`config.mk`:
```
export PLATFORM = sky130hd
export DESIGN_NAME = fetch_controller
export DESIGN_NICKNAME = d
export VERILOG_FILES = /design/src/rtl/nand_cpu_pkg.sv /design/src/rtl/fetch_buffer.sv /design/src/rtl/fetch_controller.sv
export SDC_FILE = /design/constraint.sdc
export NUM_CORES = 1
export LEC_CHECK = 0
export ABC_CLOCK_PERIOD_IN_PS = 3250
export BUFFER_PORTS_ARGS = -buffer_cell sky130_fd_sc_hd__buf_2
export CAP_MARGIN = 15
export CORE_MARGIN = 3
export CORE_UTILIZATION = 40
export CTS_BUF_LIST = sky130_fd_sc_hd__clkbuf_4 sky130_fd_sc_hd__clkbuf_8
export DETAILED_ROUTE_END_ITERATION = 7
export PLACE_DENSITY = 0.64
export SLEW_MARGIN = 10
export SYNTH_ARGS = -nofsm -noshare
export SYNTH_HDL_FRONTEND = slang
export SYNTH_SLANG_ARGS = --single-unit
```
`constraint.sdc`:
```
create_clock -name clk -period 3.25 [get_ports clk]
set_input_delay 0.1625 -clock clk [delete_from_list [all_inputs] [get_ports clk]]
set_output_delay 0.1625 -clock clk [all_outputs]
set_load 0.1 [all_outputs]
```
`src/rtl/nand_cpu_pkg.sv`:
```
// rtl/nand_cpu_pkg.sv - shared types, widths and helpers for the NAND CPU fetch path
//
// Purpose: common definitions imported by fetch_controller and fetch_buffer.
//   PC_SIZE / INSTR_SIZE : default fetch address and instruction widths
//   OFFSET_W             : width of a branch redirect offset
//   fetch_state_t        : fetch sequencer states
//   sext_offset()        : sign-extends a redirect offset to 32 bits
package nand_cpu_pkg;

    localparam int PC_SIZE    = 16;
    localparam int INSTR_SIZE = 16;
    localparam int OFFSET_W   = 16;

    typedef enum logic [1:0] {
        FETCH,
        DRAIN,
        HALTING,
        HALTED
    } fetch_state_t;

    // The top bit of the offset carries weight -2^(OFFSET_W-1); the caller
    // truncates the sum to its PC width, which yields modular wrap.
    function automatic logic [31:0] sext_offset(input logic [OFFSET_W-1:0] off);
        return {{(32 - OFFSET_W){off[OFFSET_W-1]}}, off};
    endfunction

endpackage

```
`src/rtl/fetch_buffer.sv`:
```
// rtl/fetch_buffer.sv - two-entry FIFO of fetched {pc, instr} pairs
//
// Purpose: holds returned instructions between instruction memory and the decoder.
// Ports:
//   clk, rst        clock, synchronous active-high reset
//   push            write {push_pc, push_instr}; ignored when full unless popping
//   pop             remove the head entry; ignored when empty
//   flush           empty the buffer; wins over push
//   count           number of valid entries (0..2)
//   head_valid      at least one entry present
//   head_pc         pc of the head entry
//   head_instr      instruction word of the head entry
module fetch_buffer
    import nand_cpu_pkg::*;
#(
    parameter int PC_W    = PC_SIZE,
    parameter int INSTR_W = INSTR_SIZE
) (
    input  logic               clk,
    input  logic               rst,
    input  logic               push,
    input  logic [PC_W-1:0]    push_pc,
    input  logic [INSTR_W-1:0] push_instr,
    input  logic               pop,
    input  logic               flush,
    output logic [1:0]         count,
    output logic               head_valid,
    output logic [PC_W-1:0]    head_pc,
    output logic [INSTR_W-1:0] head_instr
);

    logic [PC_W-1:0]    pc_q    [2];
    logic [PC_W-1:0]    pc_d    [2];
    logic [INSTR_W-1:0] instr_q [2];
    logic [INSTR_W-1:0] instr_d [2];
    logic [1:0]         count_q;
    logic [1:0]         count_d;

    logic pop_en;
    logic push_en;
    logic wr_idx;

    assign pop_en  = pop && (count_q != 2'd0);
    // Full-and-popping frees the tail slot in the same cycle.
    assign push_en = push && ((count_q != 2'd2) || pop_en);
    // Write slot after the optional shift: it is the count left once the pop is applied.
    assign wr_idx  = pop_en ? (count_q == 2'd2) : (count_q == 2'd1);

    always_comb begin
        pc_d    = pc_q;
        instr_d = instr_q;
        count_d = count_q;
        if (flush) begin
            count_d = 2'd0;
        end else begin
            if (pop_en) begin
                pc_d[0]    = pc_q[1];
                instr_d[0] = instr_q[1];
            end
            if (push_en) begin
                pc_d[wr_idx]    = push_pc;
                instr_d[wr_idx] = push_instr;
            end
            count_d = count_q + {1'b0, push_en} - {1'b0, pop_en};
        end
    end

    always_ff @(posedge clk) begin
        if (rst) begin
            count_q    <= 2'd0;
            pc_q[0]    <= '0;
            pc_q[1]    <= '0;
            instr_q[0] <= '0;
            instr_q[1] <= '0;
        end else begin
            count_q <= count_d;
            pc_q    <= pc_d;
            instr_q <= instr_d;
        end
    end

    assign count      = count_q;
    assign head_valid = (count_q != 2'd0);
    assign head_pc    = pc_q[0];
    assign head_instr = instr_q[0];

endmodule

```
`src/rtl/fetch_controller.sv`:
```
// rtl/fetch_controller.sv - instruction fetch sequencer with redirect, halt and 2-entry buffer
//
// Purpose: owns the fetch PC, requests instruction words over a req/ack handshake,
// buffers them for the decoder, and applies branch redirects and halt.
// Ports:
//   clk, rst          clock, synchronous active-high reset
//   redirect_valid    branch taken; acted on only when the head is consumed
//   redirect_offset   signed offset from the consumed instruction's pc
//   halt              stop fetching; acted on only when the head is consumed
//   imem_req          memory request
//   imem_addr         address of the outstanding request, stable until ack
//   imem_ack          memory accepted the request; imem_data valid this cycle
//   imem_data         returned instruction word
//   instr_valid       buffer head valid
//   instr_data        head instruction word
//   instr_pc          head instruction address
//   instr_ready       decoder consumes the head
//   halted            fetch has stopped; only rst leaves this
module fetch_controller
    import nand_cpu_pkg::*;
#(
    parameter int PC_W      = PC_SIZE,
    parameter int INSTR_W   = INSTR_SIZE,
    parameter int BUF_DEPTH = 2
) (
    input  logic                clk,
    input  logic                rst,
    input  logic                redirect_valid,
    input  logic [OFFSET_W-1:0] redirect_offset,
    input  logic                halt,
    output logic                imem_req,
    output logic [PC_W-1:0]     imem_addr,
    input  logic                imem_ack,
    input  logic [INSTR_W-1:0]  imem_data,
    output logic                instr_valid,
    output logic [INSTR_W-1:0]  instr_data,
    output logic [PC_W-1:0]     instr_pc,
    input  logic                instr_ready,
    output logic                halted
);

    // Buffer occupancy is held in 2 bits; only a depth of 2 is built.
    localparam logic [1:0] FULL_CNT = 2'(BUF_DEPTH);

    fetch_state_t    state_q, state_d;
    logic [PC_W-1:0] fetch_pc_q, fetch_pc_d;
    logic [PC_W-1:0] req_addr_q, req_addr_d;
    logic            pending_q, pending_d;

    logic               buf_push;
    logic               buf_pop;
    logic               buf_flush;
    logic [1:0]         buf_count;
    logic               head_valid;
    logic [PC_W-1:0]    head_pc;
    logic [INSTR_W-1:0] head_instr;

    logic            consume;
    logic            ack;
    logic            unacked;
    logic [PC_W-1:0] target;

    fetch_buffer #(
        .PC_W    (PC_W),
        .INSTR_W (INSTR_W)
    ) u_buffer (
        .clk        (clk),
        .rst        (rst),
        .push       (buf_push),
        .push_pc    (imem_addr),
        .push_instr (imem_data),
        .pop        (buf_pop),
        .flush      (buf_flush),
        .count      (buf_count),
        .head_valid (head_valid),
        .head_pc    (head_pc),
        .head_instr (head_instr)
    );

    assign consume = head_valid && instr_ready;
    assign ack     = imem_req && imem_ack;
    // A request raised this cycle and not accepted must be carried to ack,
    // so it is treated exactly like one already registered as pending.
    assign unacked = imem_req && !imem_ack;
    assign target  = head_pc + PC_W'(sext_offset(redirect_offset));

    // While a request is pending the buffer always has a slot reserved for it
    // (count + pending never exceeds the depth), so count < FULL_CNT keeps
    // the request up until it is acked.
    always_comb begin
        imem_req = 1'b0;
        if (!rst) begin
            case (state_q)
                FETCH:         imem_req = pending_q || (buf_count < FULL_CNT);
                DRAIN,
                HALTING:       imem_req = pending_q;
                default:       imem_req = 1'b0;
            endcase
        end
    end

    // The registered address is used whenever a request is outstanding; after a
    // redirect it differs from fetch_pc and is what a drain keeps presenting.
    assign imem_addr = pending_q ? req_addr_q : fetch_pc_q;

    always_comb begin
        state_d    = state_q;
        fetch_pc_d = fetch_pc_q;
        req_addr_d = req_addr_q;
        pending_d  = pending_q;
        buf_push   = 1'b0;
        buf_pop    = 1'b0;
        buf_flush  = 1'b0;

        case (state_q)
            FETCH: begin
                if (consume && halt) begin
                    // Halt wins over a simultaneous redirect; fetch_pc stays put.
                    buf_flush  = 1'b1;
                    pending_d  = unacked;
                    req_addr_d = imem_addr;
                    state_d    = unacked ? HALTING : HALTED;
                end else if (consume && redirect_valid) begin
                    // Any word acked this cycle belongs to the old path and is dropped.
                    buf_flush  = 1'b1;
                    fetch_pc_d = target;
                    pending_d  = unacked;
                    req_addr_d = imem_addr;
                    state_d    = unacked ? DRAIN : FETCH;
                end else begin
                    buf_pop = consume;
                    if (ack) begin
                        buf_push   = 1'b1;
                        fetch_pc_d = fetch_pc_q + PC_W'(1);
                        pending_d  = 1'b0;
                    end else if (imem_req) begin
                        pending_d  = 1'b1;
                        req_addr_d = imem_addr;
                    end
                end
            end
            DRAIN: begin
                if (ack) begin
                    pending_d = 1'b0;
                    state_d   = FETCH;
                end
            end
            HALTING: begin
                if (ack) begin
                    pending_d = 1'b0;
                    state_d   = HALTED;
                end
            end
            default: begin
                state_d = HALTED;
            end
        endcase
    end

    always_ff @(posedge clk) begin
        if (rst) begin
            state_q    <= FETCH;
            fetch_pc_q <= '0;
            req_addr_q <= '0;
            pending_q  <= 1'b0;
        end else begin
            state_q    <= state_d;
            fetch_pc_q <= fetch_pc_d;
            req_addr_q <= req_addr_d;
            pending_q  <= pending_d;
        end
    end

    assign instr_valid = head_valid;
    assign instr_data  = head_instr;
    assign instr_pc    = head_pc;
    assign halted      = (state_q == HALTED);

endmodule
```
==> results of run 1 <==
[Yosys cell counts, drive strengths merged, types with 22 or more instances]
master	instances
buf	48
nand2	60
mux2i	46
dfxtp	101
clkbuf	26
a211oi	40
nor2	65
inv	31
a221o	32
ha	22
a21oi	47
nor3	41
[critical path: cells and delay by family, from the launching register on]
| kind | cells | cell delay, ns |
|---|---|---|
| simple gates | 4 | 0.86 |
| compound gates | 2 | 0.80 |
| buf+inv | 2 | 0.36 |
| flops | 1 | 0.35 |
| fa+ha+maj | 1 | 0.33 |
[per-layer routing]
metal  GRT usage [%]  up-vias  routed length, um
li1                -     2472                  -
met1            26.2     2399               7150
met2            30.8      153               7070
met3            3.56       22                719
met4            5.36        0                270
met5               0        -                  0
[worst paths after layout]
check                                              from  depth (start not counted)  slack (ns)                                    to
worst min register to register                 register                          2        0.46                              register
worst max-delay path            state_q[0]$_SDFFE_PP0P_                          9        0.39   u_buffer.head_instr[8]$_SDFFE_PP0N_
worst min-delay path                      imem_data[14]                          2        0.02  u_buffer.head_instr[14]$_SDFFE_PP0N_
worst max register to register  state_q[0]$_SDFFE_PP0P_                          9        0.39   u_buffer.head_instr[8]$_SDFFE_PP0N_
[cell usage in the layout, fill, tap and decap left out, types with 13 or more instances in the layout]
| cell type | netlist | routed |
|---|---|---|
| inv_1 | 31 | 31 |
| nand2_1 | 60 | 60 |
| a21oi_1 | 47 | 47 |
| xnor2_1 | 13 | 13 |
| a211oi_1 | 40 | 39 |
| dfxtp_1 | 101 | 101 |
| mux2i_1 | 46 | 46 |
| ha_1 | 22 | 22 |
| buf_2 | 11 | 88 |
| a221o_1 | 32 | 32 |
| nor3_1 | 40 | 40 |
| nor2_1 | 65 | 63 |
| o21ai_0 | 18 | 18 |
[power breakdown]
part           total (mW)  switching [mW]  leakage [nW]  internal (mW)
logic                2.91            2.21          1.84          0.699
clock network       0.762           0.472        0.0840          0.289
registers            1.72           0.215         0.820           1.50
total                5.39            2.90          2.74           2.49
[logic make-up after synthesis]
| logic type | after synthesis | share of synthesized area, % |
|---|---|---|
| xor+xnor | 18 | 2.79 |
| fa+ha+maj | 23 | 5.22 |
| simple gates | 205 | 16.3 |
| flops | 101 | 35.7 |
| buf+inv | 105 | 9.80 |
| mux | 46 | 8.14 |
| compound gates | 174 | 22.0 |
[layout make-up]
type | count | area, sq um
Tap cell | 176 | 220
Multi-Input combinational cell | 466 | 3110
Clock inverter | 7 | 60.1
Timing Repair Buffer | 98 | 541
Sequential cell | 101 | 2020
Inverter | 31 | 116
Clock buffer | 9 | 124
Fill cell | 1371 | 7370
==> results.md, run 1 <==
* Number of global-route vias before repair at 4859
* RSZ-0062 raised after global routing: no
* Post-synth top area share at 35.7%
* Hold_buf cts at 0
* Clock sink total at 101
* Ports at 89
* Final antenna-violating net count at 0
* Grt total ovfl at 0
* Post-synth top area cell: dfxtp_1
* Total vias in the final route at 5046
* Final nets at 768
* Die Width at 125 um
* Setup bufs post-CTS at 0
* Worst Path Required at 3.51 ns
* Iter 0 DRT Violations at 365
* Maximum number of pins on one net before global-route repair at 65
* Slowest CP cell: a2111oi_4
* Count of input and output buffers at 88
* Max Slew Vio Count at 0
* First-pass GRT wire length at 25000 um
* Placement Cell Area at 0.00601 sq mm
* Synth Instances at 672
* Distinct cells, synth at 50
* Initial core utilization at 41.7%
* Final Hold Fails at 0
* ANT cells at 0
* Synth top area cells: dfxtp_1 36%, mux2i_1 8.1%, a221o_1 5.7%, a211oi_1 5.3%, ha_1 4.9%
* Place WS at 0.407 ns
* Share of layout cells above drive strength 1 at 17.1%
* P&R area growth vs syn at 9.44%
* FFs w/ async S/R, synth at 0%
* PD cells at 871 mW/mm^2
* Fmax at 349 MHz
* CTS tree: built
* Design Area, Final at 0.00619 sq mm
* Post-synthesis cell area at 0.00566 sq mm
* Worst-path clk slew at 0.11 ns
* Die Ht at 125 um
* Fin crit share at 88.1%
* GRT Util Overall at 19.1%
* Worst-margin pin slew at 0.893 ns
* Yosys warns at 0
* Gpl congestion at 0.887
* #FFs+latches synth at 101
* Rows at 42
* DRC violations left at 0
* EDFF count, synth at 0
* DRT Wirelength at 15200 um
* Setup violators final at 0
* Post-DP HPWL at 10700 um
* Non-Filler Instances at 888
* Syn Nets at 733
* Setup TNS at 0 ns
* Final Skew at 0.0120 ns
* Worst skew pair latency at 0.37 ns
* Fin util at 45.7%
* Core Region at 0.0136 sq mm
* Syn avg cell area at 8.42 sq um
* CP arrival at 3.13 ns
* CTS Buf Count at 9
* Kind of start point of the critical path: register
* Critical Path, Cell by Cell: inv_1 -> ha_1 -> nand2b_1 -> a2111oi_4 -> nand3_2 -> nor3_4 -> buf_12 -> nor3_1 -> a221o_1
* Drt pass-1 iters at 5
* CTS Root Cell: clkbuf_8
* Final worst slack at 0.388 ns
* Post-cts sizing count at 0
* VDD IR-drop max at 0.000410 V
* Placed insts at 872
* Crit. End Element: register
* WL/cell at 17.1 um
* Die area at 0.0156 sq mm
* Critical Path Fanout Max at 64
* Slew headroom at 40.3%
* Max-Cap Viols at 0
* Hold Path Class: in2reg
* P_leak at 2.74 nW
* Status: completed
* Seq/Total Area, Yosys at 35.7%
* Main synth FF type: dfxtp_1
* Clock buffer depth at 2
* Worst hold slack at 0.0216 ns
* Critical path's largest stage delay at 0.52 ns
* Initial antenna violation count at 0
* Overall Power at 5.39 mW
* CP Class: reg2reg
* CTS H-tree depth at 3
* Vias/cell at 5.68
* Final min period at 2.86 ns
Note: power is estimated with default switching activity, not from simulation.
==> inputs of run 2 (changes only) <==
==> constraint.sdc (replaced) <==
create_clock -name clk -period 3.25 [get_ports clk]
set_input_delay 0.8125 -clock clk [delete_from_list [all_inputs] [get_ports clk]]
set_output_delay 0.8125 -clock clk [all_outputs]
set_load 0.1 [all_outputs]
==> run 2 against run 1 <==
Effect of this change:
- sequential cell count is the same
- power grew 2.0%
- via count grew 0.55%
- sequential power is essentially flat
- non-clock buffer count grew 6
- global-route usage shrank 0.18 points
- worst hold slack gained 0.44 ns
- design area grew 1.3%
- first-iteration DRC count grew 4.7%
- die area is the same
- count of clock-buffer cells in the layout grew 1
- final cell count grew 0.68%
- critical path type is now reg2out
- critical endpoint is now imem_req
- largest cell class unchanged
- largest power group unchanged
==> results.md, run 2 (synthesis gave the netlist of run 1 again) <==
* Worst-margin pin slew at 0.974 ns
* CP arrival at 1.99 ns
* R2R depth at 10
* CTS Buf Count at 9
* Maximum number of pins on one net before global-route repair at 65
* CTS Root Cell: clkbuf_8
* Setup violators final at 0
* Grt total ovfl at 0
* Worst reg2reg startpoint: state_q[0]$_SDFFE_PP0P_
* Slowest CP cell: a211oi_4
* Clock group share of total power at 15.2%
* Most common cell after layout, fill and taps aside: dfxtp_1
* Worst-path clk slew at 0.10 ns
* Ports at 89
* Fin crit share at 86.3%
* Clock sink total at 101
* Critical Path Fanout Max at 8
* Core Region at 0.0136 sq mm
* CP Depth at 5
* CP Class: reg2out
* Worst Path Required at 2.44 ns
* Final nets at 774
* DRT Wirelength at 14900 um
* Final worst slack at 0.444 ns
* Status: completed
* Critical path's largest stage delay at 0.41 ns
* Final Skew at 0.0161 ns
* CTS tree: built
* Max Slew Vio Count at 0
* Initial antenna violation count at 0
* Count of input and output buffers at 88
* ANT cells at 0
* Kind of start point of the critical path: register
* RSZ-0062 raised after global routing: no
* Final antenna-violating net count at 0
* Worst Path Buf+Inv at 2
* WL met1 at 6790 um
* CP Launch Point: state_q[0]$_SDFFE_PP0P_
* Seq pwr share at 31.1%
* Number of global-route vias before repair at 4906
* Total vias in the final route at 5074
* Combinational power share at 53.6%
* Cell Int Power at 2.62 mW
* Design Area, Final at 0.00627 sq mm
* Initial core utilization at 41.7%
* GRT Util Overall at 18.9%
* Crit. End Element: primary output
* Worst hold slack at 0.463 ns
* First-pass GRT wire length at 24600 um
* Final Hold Fails at 0
* Post-cts sizing count at 0
* Crit path to: imem_req
* Routed wl met3 at 867 um
* Fmax at 356 MHz
* Worst reg2reg setup slack at 0.55 ns
* Sw Share at 52.3%
* Commonest non-fill, non-tap cells in the layout: 101 x dfxtp_1, 87 x buf_2, 63 x nor2_1, 60 x nand2_1, 47 x a21oi_1
* Setup TNS at 0 ns
* P&R area growth vs syn at 10.9%
* Iter 0 DRT Violations at 382
* Setup bufs post-CTS at 0
* Critical Path, Cell by Cell: inv_1 -> ha_1 -> nand2b_1 -> a211oi_4 -> buf_12
* DRC violations left at 0
* Worst skew pair latency at 0.37 ns
* Die Ht at 125 um
* PD cells at 877 mW/mm^2
* Share of layout cells above drive strength 1 at 17.8%
* Post-DP HPWL at 10700 um
* Die area at 0.0156 sq mm
* WL/cell at 16.6 um
* Final min period at 2.81 ns
* Clock buffer depth at 2
* Placement Cell Area at 0.00607 sq mm
* Slew headroom at 35.0%
* Place WS at 0.309 ns
* Hold Path Class: reg2reg
* Max layer used: met4
* Hold_buf cts at 0
* VDD IR-drop max at 0.000462 V
* CTS H-tree depth at 3
* Die Width at 125 um
* Critical R2R Capture: fetch_pc_q[12]$_SDFFE_PP0P_
* P_leak at 2.80 nW
* Gpl congestion at 0.911
* Vias/cell at 5.68
* Delay-heaviest family, CP: compound AO/OA/AOI/OAI gates
* Rows at 42
* DR WL met2 at 6800 um
* Fin util at 46.3%
* Max-Cap Viols at 0
* Drt pass-1 iters at 4
* Psw at 2.88 mW
## run 2: power groups by stage
stage / Clock [mW] / Sequential [mW] / Combinational, mW
6_report: 0.837 / 1.71 / 2.95
5_1_grt: 0.909 / 1.75 / 3.16
4_1_cts: 0.857 / 1.71 / 2.95
3_5_place_dp: 0 / 1.74 / 2.95
3_3_place_gp: 0 / 1.72 / 2.90
2_1_floorplan: 0 / 1.67 / 2.59
## run 2: per-stage QoR
stage / total power, mW / std cells
4_1_cts: 5.53 / 894
3_5_place_dp: 4.69 / 878
5_1_grt: 5.82 / 894
3_3_place_gp: 4.63 / 878
2_1_floorplan: 4.26 / 672
6_report: 5.50 / 894
## run 2: tightest hold or removal path, stage by stage, from the launching register on
cell     delay [ns]
dfxtp_1        0.32
nand2_1        0.05
a21oi_1        0.05
## run 2: routing by layer
| layer | vias up | global-route usage, % |
|---|---|---|
| met2 | 178 | 30.7 |
| met3 | 22 | 4.03 |
| met1 | 2400 | 24.8 |
| met5 | - | 0 |
| li1 | 2474 | - |
| met4 | 0 | 6.82 |
## run 2: layout make-up
class | instances | area, sq um
multi-input cells | 466 | 3110
clock buffers | 10 | 138
clock inverters | 6 | 68.8
flip-flops and latches | 101 | 2020
well taps | 176 | 220
repair buffers | 104 | 601
inverters | 31 | 116
fillers | 1339 | 7280
## run 2: worst min-delay path by stage
stage | end | slack (ns) | depth (start not counted)
finish | register | 0.46 | 2
detailed placement | register | 0.45 | 2
floorplan | register | 0.44 | 2
global route | register | 0.48 | 2
CTS | register | 0.46 | 2
global placement | register | 0.44 | 2
==> inputs of run 3 (changes only) <==
==> constraint.sdc (replaced) <==
create_clock -name clk -period 3.25 [get_ports clk]
set_input_delay 0.65 -clock clk [delete_from_list [all_inputs] [get_ports clk]]
set_output_delay 0.65 -clock clk [all_outputs]
set_load 0.1 [all_outputs]
==> run 3 against run 2 <==
Effect of this change:
- count of clock-buffer cells in the layout shrank 1
- routed wire length grew 4.1%
- final cell count shrank 0.22%
- core utilization grew 0.10 points
- sequential share of layout area shrank 0.071 points
- design area grew 0.22%
- register-to-register slack lost 0.22 ns
- power grew 2.4%
- clock power grew 16%
- setup slack lost 0.12 ns
- critical path type is now reg2reg
- largest cell class unchanged
==> results.md, run 3 (synthesis gave the netlist of run 1 again) <==
* Status: completed
* Worst Path Buf+Inv at 2
* CTS Buf Count at 9
* PD cells at 896 mW/mm^2
* Die Width at 125 um
* Vias/cell at 5.77
* DRT Wirelength at 15500 um
* Multi-input logic area at 0.00311 sq mm
* P&R area growth vs syn at 11.1%
* Delay-heaviest family, CP: simple AND/OR/NAND/NOR gates
* CTS tree: built
* Clock buffer depth at 2
* Post-cts sizing count at 0
* Rows at 42
* Worst-margin pin slew at 0.873 ns
* Crit. End Element: register
* Fmax at 342 MHz
* Grt total ovfl at 0
* ANT cells at 0
* DR WL met2 at 7330 um
* Setup violators final at 0
* Final Hold Fails at 0
* Final antenna-violating net count at 0
* Share of layout cells above drive strength 1 at 17.7%
* Ports at 89
* Slew headroom at 41.7%
* Fillers at 1303
* Worst skew pair latency at 0.38 ns
* Setup bufs post-CTS at 0
* Commonest non-fill, non-tap cells in the layout: 101 x dfxtp_1, 88 x buf_2, 63 x nor2_1, 60 x nand2_1, 47 x a21oi_1
* Setup TNS at 0 ns
* Hold_buf cts at 0
* DRC violations left at 0
* Kind of start point of the critical path: register
* Initial antenna violation count at 0
* Routed wl met3 at 919 um
* P_leak at 2.79 nW
* Hold Path Class: reg2reg
* Place WS at 0.364 ns
* CP arrival at 3.19 ns
* Slowest CP cell: a2111oi_4
* GRT Util Overall at 19.5%
* Final worst slack at 0.328 ns
* Final nets at 772
* Fin util at 46.4%
* Max Slew Vio Count at 0
* Worst Path Required at 3.51 ns
* Iter 0 DRT Violations at 407
* Count of input and output buffers at 88
* Die area at 0.0156 sq mm
* Overall Power at 5.63 mW
* CTS H-tree depth at 3
* Final Skew at 0.0138 ns
* Max layer used: met4
* Fin crit share at 89.9%
* Maximum number of pins on one net before global-route repair at 49
* Die Ht at 125 um
* Max-Cap Viols at 0
* Final min period at 2.92 ns
* First-pass GRT wire length at 25100 um
* RSZ-0062 raised after global routing: no
* Initial core utilization at 41.7%
* WL met1 at 6930 um
* VDD IR-drop max at 0.000625 V
* CTS Root Cell: clkbuf_8
* Storage cell area at 0.00202 sq mm
* WL/cell at 17.4 um
* Critical path's largest stage delay at 0.56 ns
* Total vias in the final route at 5144
* Critical Path, Cell by Cell: inv_1 -> ha_1 -> nand2b_1 -> a2111oi_4 -> nand3_2 -> nor3_4 -> buf_12 -> nor3_1 -> a221o_1
* Post-DP HPWL at 11100 um
* Number of global-route vias before repair at 4912
* Most common cell after layout, fill and taps aside: dfxtp_1
* Gpl congestion at 0.873
* Core Region at 0.0136 sq mm
* CP Class: reg2reg
* Critical Path Fanout Max at 48
* Drt pass-1 iters at 5
* Worst-path clk slew at 0.10 ns
* Clock sink total at 101
## run 3: where the power goes
group,leakage (nW),internal [mW],switching [mW]
Combinational,1.86,0.710,2.23
Clock,0.116,0.515,0.456
Sequential,0.820,1.50,0.217
## run 3: worst paths after layout
check	startpoint	end	slack (ns)	cells past startpoint
setup reg to reg	state_q[1]$_SDFFE_PP0P_	u_buffer.head_instr[2]$_SDFFE_PP0N_	0.33	9
hold / removal	register	register	0.46	2
hold reg to reg	register	register	0.46	2
setup / recovery	state_q[1]$_SDFFE_PP0P_	u_buffer.head_instr[2]$_SDFFE_PP0N_	0.33	9
## run 3: area by class of cell
type | count | share of cell area [%]
clock inverter | 7 | 1.95
tap | 176 | 3.50
clock buffer | 9 | 1.97
inverter | 31 | 1.85
multi-input combinational | 466 | 49.5
timing repair buffer | 102 | 9.07
sequential | 101 | 32.2
## run 3: metrics by stage
| step | std cells | area (sq um) | hold WS, ns |
|---|---|---|---|
| floorplan | 672 | 5670 | 0.436 |
| finish | 892 | 6290 | 0.460 |
| detailed placement | 876 | 6040 | 0.446 |
| CTS | 892 | 6290 | 0.460 |
| global placement | 876 | 6040 | 0.441 |
| global route | 892 | 6290 | 0.483 |
## run 3: worst register-to-register path, cell delays in order (launching register included)
cell	delay, ns
dfxtp_1	0.36
inv_1	0.10
ha_1	0.33
nand2b_1	0.20
a2111oi_4	0.56
nand3_2	0.32
nor3_4	0.31
buf_12	0.26
nor3_1	0.09
a221o_1	0.27
## run 3: metal layers
metal / track usage, % / vias up
met5: 0 / -
met4: 5.99 / 0
met3: 4.42 / 25
met2: 32.7 / 192
met1: 25.0 / 2451
li1: - / 2476
